**src/rtl/phys_reg_free_list.sv**
```systemverilog
// Circular FIFO of free physical register tags, refilled by commit and revert.
// Optional double-free detection is enabled by defining PHYS_REG_FREE_LIST_DUP_CHECK_EN.
module phys_reg_free_list #(
    parameter int NUM_ARCH_REGS = 32,
    parameter int NUM_PHYS_REGS = 64,
    parameter int DEPTH         = NUM_PHYS_REGS - NUM_ARCH_REGS,
    parameter int PW            = $clog2(NUM_PHYS_REGS),
    parameter int DW            = $clog2(DEPTH)
) (
    input  logic          CLK,
    input  logic          nRST,
    output logic          DUT_error,
    output logic          free_valid,
    output logic [PW-1:0] free_tag,
    input  logic          dequeue,
    input  logic          commit_free_valid,
    input  logic [PW-1:0] commit_free_tag,
    input  logic          revert_free_valid,
    input  logic [PW-1:0] revert_free_tag,
    output logic [DW:0]   free_count
);

    localparam logic [DW:0] DEPTH_C = (DW+1)'(DEPTH);

    logic [PW-1:0] r_array [DEPTH];
    logic [DW-1:0] r_head;
    logic [DW-1:0] r_tail;
    logic [DW:0]   r_count;
    logic          r_error;

    logic          w_deq_acc;
    logic [DW:0]   w_post_cnt;
    logic [DW:0]   w_space;
    logic          w_commit_dup;
    logic          w_revert_dup;
    logic          w_commit_ok;
    logic          w_revert_ok;
    logic          w_commit_acc;
    logic          w_revert_acc;
    logic [DW-1:0] w_revert_slot;
    logic          w_next_error;

    assign free_valid = (r_count != '0);
    assign free_tag   = r_array[r_head];
    assign free_count = r_count;
    assign DUT_error  = r_error;

`ifdef PHYS_REG_FREE_LIST_DUP_CHECK_EN
    logic [NUM_PHYS_REGS-1:0] r_bitmap;

    // A revert carrying the same tag as a commit in the same cycle is a double free.
    assign w_commit_dup = r_bitmap[commit_free_tag];
    assign w_revert_dup = r_bitmap[revert_free_tag] |
                          (commit_free_valid & (revert_free_tag == commit_free_tag));

    always_ff @(posedge CLK) begin
        if (nRST) begin
            r_bitmap <= {{DEPTH{1'b1}}, {NUM_ARCH_REGS{1'b0}}};
        end else begin
            if (w_deq_acc)    r_bitmap[free_tag]        <= 1'b0;
            if (w_commit_acc) r_bitmap[commit_free_tag] <= 1'b1;
            if (w_revert_acc) r_bitmap[revert_free_tag] <= 1'b1;
        end
    end
`else
    assign w_commit_dup = 1'b0;
    assign w_revert_dup = 1'b0;
`endif

    // Capacity is judged after this cycle's dequeue; revert loses to commit on overflow.
    assign w_deq_acc     = dequeue & free_valid;
    assign w_post_cnt    = r_count - (DW+1)'(w_deq_acc);
    assign w_space       = DEPTH_C - w_post_cnt;
    assign w_commit_ok   = commit_free_valid & (commit_free_tag != '0) & ~w_commit_dup;
    assign w_revert_ok   = revert_free_valid & (revert_free_tag != '0) & ~w_revert_dup;
    assign w_commit_acc  = w_commit_ok & (w_space != '0);
    assign w_revert_acc  = w_revert_ok & (w_space > (DW+1)'(w_commit_acc));
    assign w_revert_slot = r_tail + DW'(w_commit_acc);
    assign w_next_error  = (dequeue & ~free_valid) |
                           (commit_free_valid & ~w_commit_acc) |
                           (revert_free_valid & ~w_revert_acc);

    always_ff @(posedge CLK) begin
        if (nRST) begin
            // NOTE: the tag array is reset on purpose: its contents define the initial free tags.
            for (int i = 0; i < DEPTH; i++) begin
                r_array[i] <= PW'(NUM_ARCH_REGS + i);
            end
            r_head  <= '0;
            r_tail  <= '0;
            r_count <= DEPTH_C;
            r_error <= 1'b0;
        end else begin
            if (w_commit_acc) r_array[r_tail]        <= commit_free_tag;
            if (w_revert_acc) r_array[w_revert_slot] <= revert_free_tag;
            r_head  <= r_head + DW'(w_deq_acc);
            r_tail  <= r_tail + DW'(w_commit_acc) + DW'(w_revert_acc);
            r_count <= w_post_cnt + (DW+1)'(w_commit_acc) + (DW+1)'(w_revert_acc);
            r_error <= w_next_error;
        end
    end

endmodule

```
**config.mk**
```make
export PLATFORM = sky130hd
export DESIGN_NAME = phys_reg_free_list
export DESIGN_NICKNAME = d
export VERILOG_FILES = /design/src/rtl/phys_reg_free_list.sv
export SDC_FILE = /design/constraint.sdc
export NUM_CORES = 1
export LEC_CHECK = 0
export CAP_MARGIN = 30
export CORE_ASPECT_RATIO = 0.6
export CORE_MARGIN = 2
export CORE_UTILIZATION = 40
export DETAILED_ROUTE_END_ITERATION = 7
export PLACE_DENSITY = 0.53
export SYNTH_ARGS = -nofsm -noshare
export SYNTH_HDL_FRONTEND = slang
export SYNTH_SLANG_ARGS = --single-unit
```
**constraint.sdc**
```tcl
create_clock -name CLK -period 6.4 [get_ports CLK]
set_clock_uncertainty 0.15 [all_clocks]
set_input_delay 0.96 -clock CLK [delete_from_list [all_inputs] [get_ports CLK]]
set_output_delay 0.96 -clock CLK [all_outputs]
set_load 0.005 [all_outputs]
```
==> results of run 1 <==
## final timing paths
check | startpoint | endpoint | slack, ns | depth (start not counted)
setup / recovery | free_count[2] | r_array[1][2] | 0.68 | 17
hold reg to reg | free_count[0] | DUT_error | 0.49 | 3
hold / removal | free_count[0] | DUT_error | 0.49 | 3
setup reg to reg | free_count[2] | r_array[1][2] | 0.68 | 17
## Yosys cell counts (4+ instances only)
master    count  area [um^2]
a21oi_1      29          145
a31oi_1     101          632
a41o_1       11          110
a41oi_1       4         35.0
and2_1        5         31.3
buf_1        12         45.0
buf_2        18         90.1
buf_4         5         37.5
buf_6         6         67.6
clkbuf_1     64          240
dfxtp_1      17          340
edfxtp_1    192         5770
ha_1         12          150
inv_1         8         30.0
mux2_1       15          169
mux2_2       42          473
mux2i_1       7         70.1
mux4_2       60         1350
nand2_1      82          308
nand2_2       9         56.3
nand2b_1      4         25.0
nand3_1      40          200
nand4_1       4         25.0
nor2_1      113          424
nor2b_1       7         43.8
nor3_1      108          541
nor3b_1       8         60.1
o31ai_1      21          158
or2_2         4         25.0
xnor2_1       9         78.8
xor2_1        7         61.3
## kinds of logic (layout without fill, tap and decap cells)
family / count (synthesis) / in the layout
muxes: 127 / 127
and+or+nand+nor: 406 / 406
buffers and inverters: 115 / 135
other: 0 / 1
adders and majority gates: 13 / 13
AOI/OAI and AO/OA: 200 / 200
DFF: 209 / 209
xor gates and xnor gates: 18 / 18
## per-layer routing
metal | GRT usage | up-vias | part of all wire
met5 | 0.0417 | - | 0.0040
met4 | 0.0742 | 2 | 0.026
met3 | 0.118 | 84 | 0.16
met2 | 0.352 | 822 | 0.37
met1 | 0.452 | 5065 | 0.44
li1 | - | 4251 | -
## power groups by stage
stage | registers [mW] | clock network, mW | logic [mW]
after floorplan | 1.64 | 0 | 0.893
after global placement | 1.72 | 0 | 1.32
after detailed placement | 1.72 | 0 | 1.31
after CTS | 1.69 | 1.37 | 1.32
after global routing | 1.70 | 1.43 | 1.42
final | 1.69 | 1.37 | 1.35
## critical path, stage by stage (launching register included)
cell and delay, ns:
dfxtp_1 0.38, or3_4 0.41, nor4_1 0.25, inv_1 0.10, and2_1 0.20, ha_1 0.19, ha_1 0.36, ha_1 0.22
and2_1 0.43, a21oi_1 0.19, and2_1 0.22, ha_1 0.29, o21bai_1 0.17, nor3_1 0.09, a31oi_4 0.48, o211a_1 0.62
nand2_1 0.34, nand2_1 0.32
## area by class of cell
| cell class | instances | area share |
|---|---|---|
| multi-input cells | 764 | 0.420 |
| flip-flops and latches | 209 | 0.435 |
| clock buffers | 25 | 0.0415 |
| well taps | 416 | 0.0371 |
| repair buffers | 86 | 0.0522 |
| diodes | 1 | 0.000178 |
| clock inverters | 15 | 0.0112 |
| inverters | 9 | 0.00241 |
## sequential cells by signal, summed over array words and instances (netlist names)
signal	count
free_count	6
r_array	192
DUT_error	1
r_head	5
r_tail	5
==> impl_metrics.ini, run 1 <==
[final_layout]
nFillCells = 2842
regArea_um2 = 6110
utilization = 0.453
finalInstanceArea_um2 = 14000
layout_common_cells = edfxtp_1 (192), nor2_1 (113), nor3_1 (108)
fin_cells = 1525
multi_input_area_um2 = 5890
drive_gt1_frac = 0.216
final_common_cell = edfxtp_1
fin_nets = 1122
synthToLayoutAreaGrowth_pct = 12.2

[clocking]
cts.sinks = 209
worstSkewPairLatency_ns = 0.54
postCtsSetupRepairBufs = 0
path_clk_slew_ns = 0.06
htree_levels = 1
cts_made_buffers = 22
cts_max_path_buffers = 3
hold_buffers = 0
cts.repair.resized = 0
tritoncts = yes
clockRootBuffer = clkbuf_16

[floorplan]
fp.dieW_um = 232
ioPinCount = 31
die_h_um = 141
start_util = 0.404
row_count = 50
core_um2 = 31000
die-area_um2 = 32700

[logic_synthesis]
synth_mux_area_frac = 0.168
synth_seq_cells = 209
synth_top_family_by_area = multiplexers
yosysWarnings = 0
synth_fa_ha_area_frac = 0.0136
synth_compound_area_frac = 0.119
postSynth.asyncResetShare = 0
ys_seq_area_frac = 0.488
ys.flop_type = edfxtp_1
synthSimpleGateAreaFrac = 0.155
synth_cells = 1088
synth_cell_types = 68
syn-num-nets = 1118
syn-cell-area_um2 = 12500
synth-xor-area-share = 0.0138
synth_edf_count = 192
syn_area_per_cell_um2 = 11.5

[sta]
worst_pin_slew_ns = 0.934
tns_ns = 0
whs_ns = 0.490
setup_slack_ns = 0.678
setup_viol = 0
hold_viol = 0
relSlewSlack = 0.378
max_freq_mhz = 175
grt_setup_unrepaired = false
period_share = 0.894
maxSlewViolCount = 0
layout_min_cycle_time_ns = 5.72

[power]
leakage_nw = 4.29
powerDensity_nw_per_um2 = 314
total_power_mw = 4.41
p_seq_frac = 0.383
pwr-share-clk = 0.311
power_switching_mw = 1.57
combinationalPowerShare = 0.306
internal_power_mw = 2.85
swShare = 0.355
irDropWorstVdd_uv = 239

[placed_design]
gp_congestion = 0.919
dp.cells = 1484
dp_hpwl_um = 32200
place_area_um2 = 13300
io_buffers = 30
dp_slack_ns = 0.431

[drt]
vias = 10224
drt-total-wl_um = 46900
post_drt_wl_per_cell_um = 30.7
drc = 0
drt_iter0_markers = 1555
vias_per_cell = 6.70
ant_nets = 0
dr.pass1.iters = 6

[global_route]
grt_max_degree = 51
gr-total-overflow = 0
antenna_found_initial = 2
grt_first_pass_wirelength_um = 67600
grt_pass1_vias = 9374
track_usage = 0.289

[setup_path]
worstPathArrival_ns = 5.79
critPathKind = flip-flop to flip-flop
cp_max_fo = 11
crit_required_ns = 6.47
end_kind = flip-flop
critPathLaunchType = flip-flop

[status]
status = finished clean

[worst_hold_path]
hold_path.class = flip-flop to flip-flop

[run]
cap_violations = 0
Note: power is estimated with default switching activity, not from simulation.
==> run 2: changes to the inputs <==
--- a/config.mk
+++ b/config.mk
@@ -8,9 +8,11 @@
 export CAP_MARGIN = 30
 export CORE_ASPECT_RATIO = 0.6
 export CORE_MARGIN = 2
-export CORE_UTILIZATION = 40
+export CORE_UTILIZATION = 45
 export DETAILED_ROUTE_END_ITERATION = 7
-export PLACE_DENSITY = 0.53
+export DONT_BUFFER_PORTS = 1
+export PLACE_DENSITY = 0.57
+export RECOVER_POWER = 100
 export SYNTH_ARGS = -nofsm -noshare
 export SYNTH_HDL_FRONTEND = slang
 export SYNTH_SLANG_ARGS = --single-unit
==> run 2 against run 1 <==
Critical path depth is 4 higher. Wire length is 3.9% lower. Sequential power is essentially flat. Die area down 11%. Largest power group unchanged. Critical endpoint is now r_array[14][0]. First-iteration DRC count down 4.4%. Cell area is 4.9% lower. Flip-flop and latch count did not move. Sequential share of layout area up 2.2 points. Utilization increased by 3.3 points. Final cell count decreased by 6.8%. Critical path type unchanged. Global-route usage rose by 2.4 points. Power shrank 6.1%.
==> impl_metrics.ini, run 2 (synthesized netlist as in run 1, its figures left out) <==
[sta]
whs_ns = 0.348
worst_pin_slew_ns = 1.43
period_share = 0.940
setup_viol = 0
grt_setup_unrepaired = false
layout_min_cycle_time_ns = 6.01
hold_viol = 0
setup_slack_ns = 0.386
tns_ns = 0
max_freq_mhz = 166
maxSlewViolCount = 0
relSlewSlack = 0.0467

[final_layout]
largest_reg_flops = 192
layout_common_cells = edfxtp_1 (192), nor2_1 (113), nor3_1 (108)
nFillCells = 2482
drive_gt1_frac = 0.177
synthToLayoutAreaGrowth_pct = 6.74
diodes = 0
largest_register = r_array
finalInstanceArea_um2 = 13400
utilization = 0.486
fin_cells = 1421
final_common_cell = edfxtp_1
multi_input_area_um2 = 5840
fin_nets = 1070
regArea_um2 = 6110

[global_route]
grt_pass1_vias = 9108
track_usage = 0.313
antenna_found_initial = 0
grt_max_degree = 56
gr-total-overflow = 0
grt_first_pass_wirelength_um = 65100

[setup_path]
slowest_stage = a31oi_4
r2r_cells = 21
critPathBufInv = 3
crit_path_start = free_count[2]
rr_endpoint = r_array[14][0]
critPathLaunchType = flip-flop
critPathKind = flip-flop to flip-flop
r2r_start = free_count[2]
end_kind = flip-flop
path_common_cell = ha_1
cp_max_fo = 22
path_cells = or3_1, nor4_1, inv_1, and2_0, ha_1, ha_1, nor3b_1, xnor2_1, nand4_1, mux2i_1, a21oi_1, and2_0, ha_1, o21bai_1, nor3_1, a31oi_4, clkbuf_1, o211ai_2, clkbuf_2, nor2_1, o31ai_1
slowest_delay_ns = 0.50
path_delay_family = simple AND/OR/NAND/NOR gates
worstPathArrival_ns = 6.11
critPathCapture = r_array[14][0]
crit_required_ns = 6.50
rrSetupSlack_ns = 0.39
cp_num_cells = 21

[clocking]
path_clk_slew_ns = 0.07
cts_max_path_buffers = 3
cts.sinks = 209
tritoncts = yes
clockRootBuffer = clkbuf_16
htree_levels = 1
postCtsSetupRepairBufs = 0
worstSkewPairLatency_ns = 0.53
cts.repair.resized = 0
hold_buffers = 0
cts_made_buffers = 21

[drt]
drt-total-wl_um = 45100
vias = 9949
post_drt_wl_per_cell_um = 31.7
drt_iter0_markers = 1486
drc = 0
vias_per_cell = 7.00
ant_nets = 0
dr.pass1.iters = 5

[power]
irDropWorstVdd_uv = 318
power_switching_mw = 1.47
leakage_nw = 4.00
p_seq_frac = 0.410
combinationalPowerShare = 0.286
internal_power_mw = 2.67
pwr-share-clk = 0.304
swShare = 0.355
total_power_mw = 4.15
powerDensity_nw_per_um2 = 311

[floorplan]
core_um2 = 27500
die-area_um2 = 29200
ioPinCount = 31
fp.dieW_um = 219
start_util = 0.455
row_count = 47
die_h_um = 133

[placed_design]
dp.cells = 1383
dp_hpwl_um = 30000
io_buffers = 0
dp_slack_ns = 0.540
place_area_um2 = 12800
gp_congestion = 0.957

[status]
status = finished clean

[run]
cap_violations = 0

[worst_hold_path]
hold_path.class = input port to flip-flop
run 2: area by class of cell:
type                            count  area share
Inverter                            9     0.00253
Sequential cell                   209       0.458
Clock inverter                      9     0.00712
Timing Repair Buffer               35      0.0189
Tap cell                          367      0.0344
Multi-Input combinational cell    764       0.437
Clock buffer                       28      0.0421
run 2: power groups by stage:
stage | Sequential [mW] | Clock [mW] | Combinational (mW)
final | 1.70 | 1.26 | 1.18
after global routing | 1.71 | 1.31 | 1.24
after CTS | 1.70 | 1.26 | 1.17
after detailed placement | 1.73 | 0 | 1.16
after global placement | 1.73 | 0 | 1.16
after floorplan | 1.64 | 0 | 0.893
run 2: how the worst min path moves through the flow:
| stage | endpoint | startpoint | slack, ns | cells past startpoint |
|---|---|---|---|---|
| 6_report | DUT_error | nRST | 0.35 | 1 |
| 5_1_grt | r_tail[0] | nRST | 0.34 | 1 |
| 4_1_cts | r_head[0] | nRST | 0.34 | 1 |
| 3_5_place_dp | DUT_error | free_count[0] | 0.49 | 3 |
| 3_3_place_gp | DUT_error | free_count[0] | 0.50 | 3 |
| 2_1_floorplan | DUT_error | free_count[0] | 0.42 | 3 |
run 2: metal layers:
metal | track usage | vias up | routed length [um] | share of wire
li1 | - | 4138 | - | -
met1 | 0.478 | 4932 | 19300 | 0.43
met2 | 0.404 | 790 | 17500 | 0.39
met3 | 0.134 | 89 | 7260 | 0.16
met4 | 0.0683 | 0 | 1060 | 0.023
met5 | 0 | - | 0 | 0
==> run 3: changes to the inputs <==
--- a/config.mk
+++ b/config.mk
@@ -8,10 +8,10 @@
 export CAP_MARGIN = 30
 export CORE_ASPECT_RATIO = 0.6
 export CORE_MARGIN = 2
-export CORE_UTILIZATION = 45
+export CORE_UTILIZATION = 40
 export DETAILED_ROUTE_END_ITERATION = 7
 export DONT_BUFFER_PORTS = 1
-export PLACE_DENSITY = 0.57
+export PLACE_DENSITY = 0.51
 export RECOVER_POWER = 100
 export SYNTH_ARGS = -nofsm -noshare
 export SYNTH_HDL_FRONTEND = slang
==> run 3 against run 2 <==
The flow now finishes with violations (capacitance limit, slew limit). Sequential power about the same. Register-to-register slack lost 0.04 ns. Wire length increased by 3.0%. Largest cell class unchanged.
==> impl_metrics.ini, run 3 (synthesized netlist as in run 1, its figures left out) <==
[clocking]
hold_buffers = 0
htree_levels = 1
clockRootBuffer = clkbuf_16
tritoncts = yes
postCtsSetupRepairBufs = 0
worstSkewPairLatency_ns = 0.53
cts_made_buffers = 22
cts.repair.resized = 0
path_clk_slew_ns = 0.06
cts.sinks = 209
cts_max_path_buffers = 3

[drt]
ant_nets = 0
drc = 0
post_drt_wl_per_cell_um = 31.4
vias = 9925
vias_per_cell = 6.72
drt_iter0_markers = 1684
drt-total-wl_um = 46400
dr.pass1.iters = 6

[power]
internal_power_mw = 2.71
leakage_nw = 4.01
powerDensity_nw_per_um2 = 310
combinationalPowerShare = 0.288
swShare = 0.351
pwr-share-clk = 0.307
p_seq_frac = 0.405
power_switching_mw = 1.47
irDropWorstVdd_uv = 254

[global_route]
grt_pass1_vias = 9172
top_usage_layer = met1
use_met1 = 0.450
gr-usage-met2 = 0.364
grt_max_degree = 56
gr-usage-met3 = 0.111
track_usage = 0.287
gr-total-overflow = 0
antenna_found_initial = 0
grt_first_pass_wirelength_um = 67200

[final_layout]
finalInstanceArea_um2 = 13500
largest_reg_flops = 192
drive_gt1_frac = 0.177
largest_register = r_array
synthToLayoutAreaGrowth_pct = 7.72
utilization = 0.435
layout_common_cells = edfxtp_1 (192), nor2_1 (113), nor3_1 (108)
final_common_cell = edfxtp_1
diodes = 0
fin_nets = 1076

[setup_path]
path_delay_family = simple AND/OR/NAND/NOR gates
critPathCapture = r_array[13][1]
critPathLaunchType = flip-flop
critPathBufInv = 2
r2r_start = free_count[2]
slowest_delay_ns = 0.91
worstPathArrival_ns = 6.18
cp_num_cells = 17
end_kind = flip-flop
rrSetupSlack_ns = 0.35
path_cells = or3_4, nor4_1, inv_1, and2_0, ha_1, ha_1, ha_1, and2_1, a21oi_1, and2_1, ha_1, o21bai_1, or2_2, o211ai_1, buf_4, nor2_1, o31ai_1
slowest_stage = o211ai_1
crit_path_start = free_count[2]
crit_required_ns = 6.53
critPathKind = flip-flop to flip-flop
r2r_cells = 17
path_common_cell = ha_1
cp_max_fo = 21
rr_endpoint = r_array[13][1]

[sta]
relSlewSlack = -0.0218
period_share = 0.945
tns_ns = 0
setup_viol = 0
max_freq_mhz = 165
hold_viol = 0
layout_min_cycle_time_ns = 6.05
grt_setup_unrepaired = false
worst_pin_slew_ns = 1.53
whs_ns = 0.341
maxSlewViolCount = 21

[floorplan]
die-area_um2 = 32700
core_um2 = 31000
row_count = 50
fp.dieW_um = 232
ioPinCount = 31
die_h_um = 141
start_util = 0.404

[placed_design]
dp_hpwl_um = 31300
place_area_um2 = 12900
io_buffers = 0
gp_congestion = 0.937

[worst_hold_path]
hold_path.class = input port to flip-flop
min_from = nRST

[status]
violations = capacitance limit, slew limit
status = finished, violations left

[run]
cap_violations = 1
-- run 3: metal layers --
layer	up-vias	wire length, um
li1	4154	-
met4	0	997
met5	-	0
met1	4980	20800
met3	77	7060
met2	714	17500
-- run 3: worst min path at each step --
stage	end	slack [ns]	cells past startpoint
global route	r_tail[3]	0.33	1
global placement	DUT_error	0.52	3
floorplan	DUT_error	0.42	3
detailed placement	DUT_error	0.50	3
finish	free_count[0]	0.34	1
CTS	r_head[0]	0.33	1
-- run 3: area by class of cell --
type,count,area (um^2)
sequential,209,6110
inverter,9,33.8
fill,2880,17500
tap,416,520
clock buffer,33,623
multi-input combinational,764,5820
clock inverter,6,55.1
timing repair buffer,40,314
-- run 3: metrics by stage --
| stage | power (mW) | worst slack, ns | std cells |
|---|---|---|---|
| after floorplan | 2.53 | 0.700 | 1088 |
| after global placement | 2.91 | 0.649 | 1432 |
| after detailed placement | 2.91 | 0.577 | 1436 |
| after CTS | 4.18 | 0.561 | 1475 |
| after global routing | 4.31 | 0.0447 | 1477 |
| final | 4.17 | 0.349 | 1477 |
-- run 3: power groups by stage --
stage	registers, mW	clock network (mW)	logic [mW]
4_1_cts	1.71	1.29	1.18
5_1_grt	1.70	1.33	1.28
2_1_floorplan	1.64	0	0.893
3_3_place_gp	1.74	0	1.17
3_5_place_dp	1.74	0	1.17
6_report	1.69	1.28	1.20
-- run 3: worst register-to-register path: cells and delay by family (launching register included) --
family,cells,cell delay (ns)
AOI/OAI and AO/OA,4,1.59
adders and majority gates,4,1.06
buffers and inverters,2,0.62
DFF,1,0.38
and+or+nand+nor,7,2.02
